[config.mk]
export PLATFORM = sky130hd
export DESIGN_NAME = vga_timing_gen
export DESIGN_NICKNAME = d
export VERILOG_FILES = /design/src/rtl/vga_timing_pkg.sv /design/src/rtl/vga_timing_gen_sync_delay_line.sv /design/src/rtl/vga_timing_gen.sv
export SDC_FILE = /design/constraint.sdc
export NUM_CORES = 1
export LEC_CHECK = 0
export ABC_CLOCK_PERIOD_IN_PS = 2300
export CORE_MARGIN = 2
export CORE_UTILIZATION = 41
export DETAILED_ROUTE_END_ITERATION = 10
export HOLD_SLACK_MARGIN = 0.12
export PLACE_DENSITY = 0.67
export RECOVER_POWER = 100
export SKIP_CTS_REPAIR_TIMING = 1
export SYNTH_ARGS = -nofsm -noshare
export SYNTH_HDL_FRONTEND = slang
export SYNTH_SLANG_ARGS = --single-unit
[constraint.sdc]
create_clock -name clk -period 2.3 [get_ports clk]
set_clock_uncertainty 0.2 [all_clocks]
set_input_delay 0.23 -clock clk [delete_from_list [all_inputs] [get_ports clk]]
set_output_delay 0.23 -clock clk [all_outputs]
set_load 0.005 [all_outputs]
[src/rtl/vga_timing_pkg.sv]
// Shared timing constants and sync payload type for the 640x480@60 raster path.
package vga_timing_pkg;

   // Counter width shared by DrawX/DrawY; totals must fit in it.
   localparam int unsigned CNT_W     = 10;
   localparam int unsigned MAX_TOTAL = 1024;

   // Default 640x480@60 timing, 25 MHz pixel clock from 50 MHz.
   localparam int unsigned DEF_CLK_DIV   = 2;
   localparam int unsigned DEF_H_VISIBLE = 640;
   localparam int unsigned DEF_H_FP      = 16;
   localparam int unsigned DEF_H_SYNC    = 96;
   localparam int unsigned DEF_H_BP      = 48;
   localparam int unsigned DEF_V_VISIBLE = 480;
   localparam int unsigned DEF_V_FP      = 10;
   localparam int unsigned DEF_V_SYNC    = 2;
   localparam int unsigned DEF_V_BP      = 33;
   localparam int unsigned DEF_PIPE_DLY  = 1;

   // Derived default totals and sync windows (start inclusive, end exclusive).
   localparam int unsigned H_TOTAL  = DEF_H_VISIBLE + DEF_H_FP + DEF_H_SYNC + DEF_H_BP;
   localparam int unsigned V_TOTAL  = DEF_V_VISIBLE + DEF_V_FP + DEF_V_SYNC + DEF_V_BP;
   localparam int unsigned HS_START = DEF_H_VISIBLE + DEF_H_FP;
   localparam int unsigned HS_END   = HS_START + DEF_H_SYNC;
   localparam int unsigned VS_START = DEF_V_VISIBLE + DEF_V_FP;
   localparam int unsigned VS_END   = VS_START + DEF_V_SYNC;

   // Sync/blank bundle carried through the alignment delay line.
   typedef struct packed {
      logic hs_n;
      logic vs_n;
      logic blank_n;
   } sync_t;

   // Idle value: syncs inactive, display blanked.
   localparam sync_t SYNC_RST = '{hs_n: 1'b1, vs_n: 1'b1, blank_n: 1'b0};

endpackage

[src/rtl/vga_timing_gen_sync_delay_line.sv]
// Pixel-tick shift register that aligns sync/blank with the mapper's registered RGB.
module sync_delay_line
   import vga_timing_pkg::*;
#(
   parameter int unsigned DEPTH = 1
) (
   input  logic  i_clk,
   input  logic  i_rst,
   input  logic  i_en,
   input  sync_t i_sync,
   output sync_t o_sync
);

   if (DEPTH < 1) begin : g_bad_depth
      $error("sync_delay_line: DEPTH must be >= 1");
   end

   sync_t r_stage [DEPTH];

   // Shift one stage per pixel tick; reset loads the idle value into every stage.
   always_ff @(posedge i_clk) begin
      if (i_rst) begin
         for (int unsigned i = 0; i < DEPTH; i++) begin
            r_stage[i] <= SYNC_RST;
         end
      end else if (i_en) begin
         r_stage[0] <= i_sync;
         for (int unsigned i = 1; i < DEPTH; i++) begin
            r_stage[i] <= r_stage[i-1];
         end
      end
   end

   assign o_sync = r_stage[DEPTH-1];

endmodule

[src/rtl/vga_timing_gen.sv]
// Raster timing source: pixel-enable divider, h/v counters, delayed sync/blank and frame/line pulses.
module vga_timing_gen
   import vga_timing_pkg::*;
#(
   parameter int unsigned CLK_DIV   = DEF_CLK_DIV,
   parameter int unsigned H_VISIBLE = DEF_H_VISIBLE,
   parameter int unsigned H_FP      = DEF_H_FP,
   parameter int unsigned H_SYNC    = DEF_H_SYNC,
   parameter int unsigned H_BP      = DEF_H_BP,
   parameter int unsigned V_VISIBLE = DEF_V_VISIBLE,
   parameter int unsigned V_FP      = DEF_V_FP,
   parameter int unsigned V_SYNC    = DEF_V_SYNC,
   parameter int unsigned V_BP      = DEF_V_BP,
   parameter int unsigned PIPE_DLY  = DEF_PIPE_DLY
) (
   input  logic             clk,
   input  logic             Reset,
   output logic             pixel_en,
   output logic [CNT_W-1:0] DrawX,
   output logic [CNT_W-1:0] DrawY,
   output logic             hs_n,
   output logic             vs_n,
   output logic             blank_n,
   output logic             frame_start,
   output logic             line_end
);

   localparam int unsigned H_TOT = H_VISIBLE + H_FP + H_SYNC + H_BP;
   localparam int unsigned V_TOT = V_VISIBLE + V_FP + V_SYNC + V_BP;
   localparam int unsigned HS_LO = H_VISIBLE + H_FP;
   localparam int unsigned HS_HI = HS_LO + H_SYNC;
   localparam int unsigned VS_LO = V_VISIBLE + V_FP;
   localparam int unsigned VS_HI = VS_LO + V_SYNC;
   localparam int unsigned DIV_W = (CLK_DIV > 1) ? $clog2(CLK_DIV) : 1;

   localparam logic [DIV_W-1:0] DIV_LAST = DIV_W'(CLK_DIV - 1);
   localparam logic [CNT_W-1:0] HC_LAST  = CNT_W'(H_TOT - 1);
   localparam logic [CNT_W-1:0] VC_LAST  = CNT_W'(V_TOT - 1);

   if (CLK_DIV < 1) begin : g_bad_div
      $error("vga_timing_gen: CLK_DIV must be >= 1");
   end
   if (H_TOT > MAX_TOTAL || V_TOT > MAX_TOTAL) begin : g_bad_total
      $error("vga_timing_gen: H/V totals must fit 10-bit counters");
   end

   logic [DIV_W-1:0] r_div;
   logic             r_pixel_en;
   logic [CNT_W-1:0] r_hc;
   logic [CNT_W-1:0] r_vc;
   logic             r_frame_start;
   logic             r_line_end;

   logic [DIV_W-1:0] w_div_nxt;
   logic             w_pe_nxt;
   logic [CNT_W-1:0] w_hc_nxt;
   logic [CNT_W-1:0] w_vc_nxt;
   sync_t            w_raw;
   sync_t            w_sync;

   // Next divider and counter values; counters step on the registered pixel tick.
   always_comb begin
      w_pe_nxt  = (r_div == DIV_LAST);
      w_div_nxt = w_pe_nxt ? '0 : r_div + DIV_W'(1);
      w_hc_nxt  = r_hc;
      w_vc_nxt  = r_vc;
      if (r_pixel_en) begin
         if (r_hc == HC_LAST) begin
            w_hc_nxt = '0;
            w_vc_nxt = (r_vc == VC_LAST) ? '0 : r_vc + CNT_W'(1);
         end else begin
            w_hc_nxt = r_hc + CNT_W'(1);
         end
      end
   end

   // State registers; pulses are pre-computed so they coincide with pixel_en at the target pixel.
   always_ff @(posedge clk) begin
      if (Reset) begin
         r_div         <= '0;
         r_pixel_en    <= 1'b0;
         r_hc          <= '0;
         r_vc          <= '0;
         r_frame_start <= 1'b0;
         r_line_end    <= 1'b0;
      end else begin
         r_div         <= w_div_nxt;
         r_pixel_en    <= w_pe_nxt;
         r_hc          <= w_hc_nxt;
         r_vc          <= w_vc_nxt;
         r_frame_start <= w_pe_nxt && (w_hc_nxt == '0) && (w_vc_nxt == '0);
         r_line_end    <= w_pe_nxt && (w_hc_nxt == HC_LAST);
      end
   end

   // Undelayed sync/blank decoded from the current counter position.
   always_comb begin
      w_raw         = SYNC_RST;
      w_raw.hs_n    = !((r_hc >= CNT_W'(HS_LO)) && (r_hc < CNT_W'(HS_HI)));
      w_raw.vs_n    = !((r_vc >= CNT_W'(VS_LO)) && (r_vc < CNT_W'(VS_HI)));
      w_raw.blank_n = (r_hc < CNT_W'(H_VISIBLE)) && (r_vc < CNT_W'(V_VISIBLE));
   end

   if (PIPE_DLY == 0) begin : g_no_dly
      assign w_sync = w_raw;
   end else begin : g_dly
      sync_delay_line #(
         .DEPTH (PIPE_DLY)
      ) u_sync_dly (
         .i_clk  (clk),
         .i_rst  (Reset),
         .i_en   (r_pixel_en),
         .i_sync (w_raw),
         .o_sync (w_sync)
      );
   end

   assign pixel_en    = r_pixel_en;
   assign DrawX       = r_hc;
   assign DrawY       = r_vc;
   assign hs_n        = w_sync.hs_n;
   assign vs_n        = w_sync.vs_n;
   assign blank_n     = w_sync.blank_n;
   assign frame_start = r_frame_start;
   assign line_end    = r_line_end;

endmodule
==> flow_summary.ini, run 1 <==
[run_status]
status = finished clean

[floorplan]
die_w_um = 65.6
core.rowCount = 22
fp.dieH_um = 65.6
pin_count = 28
core_region_area_mm2 = 0.00366
initial_core_util = 0.425
die-area_mm2 = 0.00431

[pwr]
p_per_area_mw_per_mm2 = 391
peakVddDrop_uv = 240
total_power_uw = 806
p_leak_nw = 0.726

[synthesis]
synth_flop_cell = dfxtp_1
synth-edff-count = 3
yosysUniqueCellTypes = 47
yosysSeqAreaShare = 0.366
ys_seq_elements = 27
syn_nets = 196
syn_area_per_cell_um2 = 8.24
ys_async_sr_fraction = 0
syn_area_mm2 = 0.00156
synth-warning-count = 0
synthCells = 189

[setup_path]
r2r_start = DrawX[7]$_SDFF_PP0_
critical_path.top_delay_family = simple AND/OR/NAND/NOR gates
required_ps = 2290
path_buf_inv = 0
critPathKind = flop to flop
cp_data_arrival_time_ps = 2180
crit_path_cell_trace = nor3_4, nand3_4, or4_4, xor2_4, a41oi_2, nor4_2
ff2ff_setup_slack_ps = 110
max_stage_delay_ps = 540
r2r-end = frame_start$_SDFF_PP0_
worstPathMaxFanout = 10
critPathCaptureType = flop
r2r.worst_path.cells = 6
cp-start-kind = flop
slowest_stage = or4_4

[min_path]
min_to = r_div$_SDFF_PP0_
hold_depth = 1
hold_path_class = flop to flop
hold_start = r_div$_SDFF_PP0_

[timing]
max_freq_mhz = 456
worst_pin_slew_ps = 435
period_needed_ps = 2190
slew_headroom = 0.710
finalHoldViolations = 0
report.final.slew_viol_count = 0
finalSetupViolCount = 0
fin_crit_sh = 0.953
worst_slack_ps = 109
tns_ps = 0

[clock_tree]
cts_tree = done
path_clk_slew_ps = 90
htreeDepth = 1
clock_latency_ps = 270
cts_root_buffer = clkbuf_8
cts_sinks = 27
cts_buffer_depth = 2
cts_buffers = 3

[drt]
dr_total_vias = 1530
drt_iter0_markers = 92
viasPerCell = 5.60
drc = 0
wire_per_inst_um = 14.1
wirelength_um = 3860
dr.pass1.iters = 4
ant_nets = 0

[place]
gp_congestion = 0.881
placed_cell_area_mm2 = 0.00196
hpwl_um = 2900
port_buffers = 27
post-place-ws_ps = 55.5

[finish]
fill_cells = 339
n_antenna_cell = 0
fin_nets = 233
design_area_mm2 = 0.00206
area_growth_pct = 32.2
drive_gt1_frac = 0.173

[global_routing]
grt_overflow = 0
grtUsageTotal = 0.190
grt_pass1_wl_um = 6350
first_global_vias = 1359
antenna_found_initial = 0
grt_max_degree = 15

[flow_run]
max_cap_viol_count = 0
-- metrics by stage --
stage | hold slack [ps] | instances | util
global route | 249 | 273 | 0.563
global placement | 198 | 269 | 0.535
CTS | 213 | 273 | 0.547
finish | 206 | 273 | 0.563
floorplan | 102 | 189 | -
detailed placement | 200 | 269 | 0.535
-- worst register-to-register path, delay by kind of cell, from the launching register on --
family,cells,cell delay [ps]
flops,1,390
xor+xnor,1,170
simple gates,4,1200
compound gates,1,140
-- area by class of cell --
| class | count | area (um^2) | share of cell area |
|---|---|---|---|
| Sequential cell | 27 | 577 | 0.280 |
| Timing Repair Buffer | 46 | 405 | 0.197 |
| Clock buffer | 4 | 45.0 | 0.0219 |
| Inverter | 5 | 18.8 | 0.00911 |
| Multi-Input combinational cell | 143 | 953 | 0.463 |
| Tap cell | 48 | 60.1 | 0.0292 |
-- Yosys cell counts (3+ instances only) --
| cell type | number | area [um^2] |
|---|---|---|
| o21ai_0 | 8 | 40.0 |
| nor4_1 | 3 | 18.8 |
| ha_1 | 5 | 62.6 |
| clkbuf_1 | 7 | 26.3 |
| or2_2 | 3 | 18.8 |
| and3_1 | 4 | 25.0 |
| a31oi_1 | 3 | 18.8 |
| xor2_1 | 5 | 43.8 |
| a21oi_1 | 6 | 30.0 |
| xnor2_1 | 11 | 96.3 |
| nand3_1 | 11 | 55.1 |
| inv_1 | 5 | 18.8 |
| or3_1 | 4 | 25.0 |
| dfxtp_1 | 24 | 480 |
| edfxtp_1 | 3 | 90.1 |
| buf_4 | 3 | 22.5 |
| nor2_1 | 24 | 90.1 |
| nand2_1 | 14 | 52.6 |
| nor3_1 | 6 | 30.0 |
| nand4_1 | 10 | 62.6 |
-- power by group --
group	switching [mW]	internal [mW]
Combinational	0.0264	0.0234
Clock	0.145	0.124
Sequential	0.00466	0.482
-- cell usage in the layout, fill, tap and decap left out, types with 8 or more instances in the layout --
| cell type | n |
|---|---|
| o21ai_0 | 8 |
| nand4_1 | 10 |
| clkdlybuf4s50_1 | 21 |
| dfxtp_1 | 19 |
| nand2_1 | 14 |
| buf_4 | 17 |
| xnor2_1 | 11 |
| nand3_1 | 11 |
| nor2_1 | 24 |
-- state kept, by name, indices dropped and copies added, names as in the netlist --
signal / count
r_div: 1
frame_start: 1
DrawX: 10
g_dly.u_sync_dly.r_stage: 3
DrawY: 10
pixel_en: 1
line_end: 1
-- cell families after synthesis --
kind of cell	Yosys count	share of synthesized area
compound gates	26	0.104
xor+xnor	16	0.0900
fa+ha+maj	5	0.0402
buf+inv	19	0.0594
flops	27	0.366
mux	1	0.00643
simple gates	95	0.334
-- layer usage --
| layer | wire, um | vias to the layer above | share of wire | track usage |
|---|---|---|---|---|
| met1 | 1840 | 715 | 0.48 | 0.279 |
| met3 | 235 | 5 | 0.061 | 0.0257 |
| met5 | 0 | - | 0 | 0 |
| met2 | 1760 | 71 | 0.46 | 0.289 |
| li1 | - | 739 | - | - |
| met4 | 27 | 0 | 0.0070 | 0.0547 |
-- worst max path at each step --
| stage | start | to | slack [ps] | depth (start not counted) |
|---|---|---|---|---|
| after global routing | DrawX[0]$_SDFF_PP0_ | frame_start$_SDFF_PP0_ | -4 | 7 |
| after CTS | DrawX[0]$_SDFF_PP0_ | frame_start$_SDFF_PP0_ | 20 | 7 |
| after global placement | DrawX[7]$_SDFF_PP0_ | frame_start$_SDFF_PP0_ | 130 | 6 |
| final | DrawX[7]$_SDFF_PP0_ | frame_start$_SDFF_PP0_ | 110 | 6 |
| after detailed placement | DrawX[0]$_SDFF_PP0_ | frame_start$_SDFF_PP0_ | 60 | 7 |
| after floorplan | DrawX[1]$_SDFF_PP0_ | frame_start$_SDFF_PP0_ | 10 | 10 |
Note: power is estimated with default switching activity, not from simulation.
==> inputs of run 2 (changes only) <==
--- a/config.mk
+++ b/config.mk
@@ -8,9 +8,10 @@
 export ABC_CLOCK_PERIOD_IN_PS = 2300
 export CORE_MARGIN = 2
 export CORE_UTILIZATION = 41
+export CTS_BUF_LIST = sky130_fd_sc_hd__clkbuf_8
 export DETAILED_ROUTE_END_ITERATION = 10
+export DONT_BUFFER_PORTS = 1
 export HOLD_SLACK_MARGIN = 0.12
-export PLACE_DENSITY = 0.67
 export RECOVER_POWER = 100
 export SKIP_CTS_REPAIR_TIMING = 1
 export SYNTH_ARGS = -nofsm -noshare
==> flow_summary.ini, run 2 (synthesis results as in run 1) <==
[drt]
wirelength_um = 3960
dr.pass1.iters = 4
drc = 0
drt_iter0_markers = 118
wire_per_inst_um = 15.5
dr_total_vias = 1436
viasPerCell = 5.63
ant_nets = 0

[clock_tree]
cts_buffer_depth = 2
cts_buffers = 3
cts_tree = done
htreeDepth = 1
cts_sinks = 27
path_clk_slew_ps = 100
clock_latency_ps = 270
cts_root_buffer = clkbuf_8

[setup_path]
slowest_stage = or4_4
crit_path_cell_trace = nor3_4, nand3_4, or4_4, xor2_4, a41oi_2, nor4_2
r2r.worst_path.cells = 6
critPathCaptureType = flop
worstPathMaxFanout = 7
path_buf_inv = 0
cp-start-kind = flop
crit_cells = 6
cp_data_arrival_time_ps = 2260
r2r_start = DrawX[6]$_SDFF_PP0_
r2r-end = frame_start$_SDFF_PP0_
max_stage_delay_ps = 540
ff2ff_setup_slack_ps = 20
required_ps = 2280
critical_path.top_delay_family = simple AND/OR/NAND/NOR gates
critPathKind = flop to flop

[pwr]
p_per_area_mw_per_mm2 = 434
peakVddDrop_uv = 263
p_leak_nw = 0.666

[finish]
area_growth_pct = 19.1
regArea_um2 = 573
drive_gt1_frac = 0.213
instances_no_fill = 255
layout_common_cells = nor2_1, buf_4, dfxtp_1, nand2_1
fin_nets = 215
n_antenna_cell = 0
multi_input_comb_area_um2 = 953
fill_cells = 338

[place]
post-place-ws_ps = -4.24
place_inst = 246
port_buffers = 0
hpwl_um = 2840
gp_congestion = 0.896

[min_path]
hold_depth = 2
hold_path_class = input pin to flop
hold_start = Reset
min_to = g_dly.u_sync_dly.r_stage[0][0]$_SDFFCE_PN0P_

[floorplan]
die-area_mm2 = 0.00431
pin_count = 28
core_region_area_mm2 = 0.00366
initial_core_util = 0.425
fp.dieH_um = 65.6
die_w_um = 65.6
core.rowCount = 22

[timing]
worst_pin_slew_ps = 619
report.final.slew_viol_count = 0
tns_ps = 0
max_freq_mhz = 438
finalHoldViolations = 0
worst_slack_ps = 18.7
finalSetupViolCount = 0
grt_setup_unrepaired = true
slew_headroom = 0.586
fin_crit_sh = 0.992
fin_hold_ws_ps = 180
period_needed_ps = 2280

[global_routing]
grt_overflow = 0
antenna_found_initial = 0
grt_max_degree = 18
grt_pass1_wl_um = 6400
grtUsageTotal = 0.190
first_global_vias = 1340

[flow_run]
max_cap_viol_count = 0

[run_status]
status = finished clean
-- run 2: cell types whose count changed in the layout (fill, tap and decap cells not counted) --
cell and delta:
buf_4 +7, clkdlybuf4s50_1 -21, clkinvlp_4 +1, dfxtp_1 +3, dfxtp_2 -3, dlygate4sd3_1 -5
-- run 2: worst max-delay path by stage --
stage                              startpoint                      to  slack [ps]
after detailed placement  DrawX[1]$_SDFF_PP0_  frame_start$_SDFF_PP0_          -4
after floorplan           DrawX[1]$_SDFF_PP0_  frame_start$_SDFF_PP0_          10
final                     DrawX[6]$_SDFF_PP0_  frame_start$_SDFF_PP0_          20
after global routing      DrawX[6]$_SDFF_PP0_  frame_start$_SDFF_PP0_         -60
after CTS                 DrawX[1]$_SDFF_PP0_  frame_start$_SDFF_PP0_         -50
after global placement    DrawX[5]$_SDFF_PP0_  frame_start$_SDFF_PP0_          80
-- run 2: through the flow --
stage / util / power, mW / instance area, um^2
after CTS: 0.483 / 0.807 / 1770
after global routing: 0.507 / 0.835 / 1860
after floorplan: - / 0.523 / 1560
after detailed placement: 0.469 / 0.532 / 1720
after global placement: 0.469 / 0.532 / 1720
final: 0.507 / 0.806 / 1860
-- run 2: where the power goes --
part | leakage, nW | internal, mW | switching, mW
clock | 0.0217 | 0.123 | 0.154
sequential | 0.219 | 0.482 | 0.00508
combinational | 0.425 | 0.0160 | 0.0255
-- run 2: final cells by class --
| type | count | area share |
|---|---|---|
| multi-input combinational | 143 | 0.514 |
| clock buffer | 3 | 0.0223 |
| sequential | 27 | 0.309 |
| inverter | 5 | 0.0101 |
| timing repair buffer | 28 | 0.109 |
| tap | 48 | 0.0324 |
| clock inverter | 1 | 0.00405 |
-- run 2: routing by layer --
layer	track usage	wire length, um	vias to the layer above
met2	0.302	1790	64
met5	0	0	-
met3	0.0565	341	4
met1	0.253	1790	661
li1	-	-	707
met4	0.0469	38	0
==> inputs of run 3 (changes only) <==
--- a/config.mk
+++ b/config.mk
@@ -14,6 +14,7 @@
 export HOLD_SLACK_MARGIN = 0.12
 export RECOVER_POWER = 100
 export SKIP_CTS_REPAIR_TIMING = 1
+export SKIP_LAST_GASP = 1
 export SYNTH_ARGS = -nofsm -noshare
 export SYNTH_HDL_FRONTEND = slang
 export SYNTH_SLANG_ARGS = --single-unit
==> results of run 3 <==
Same layout as run 2: the final DEF is identical, and so are final timing and power.
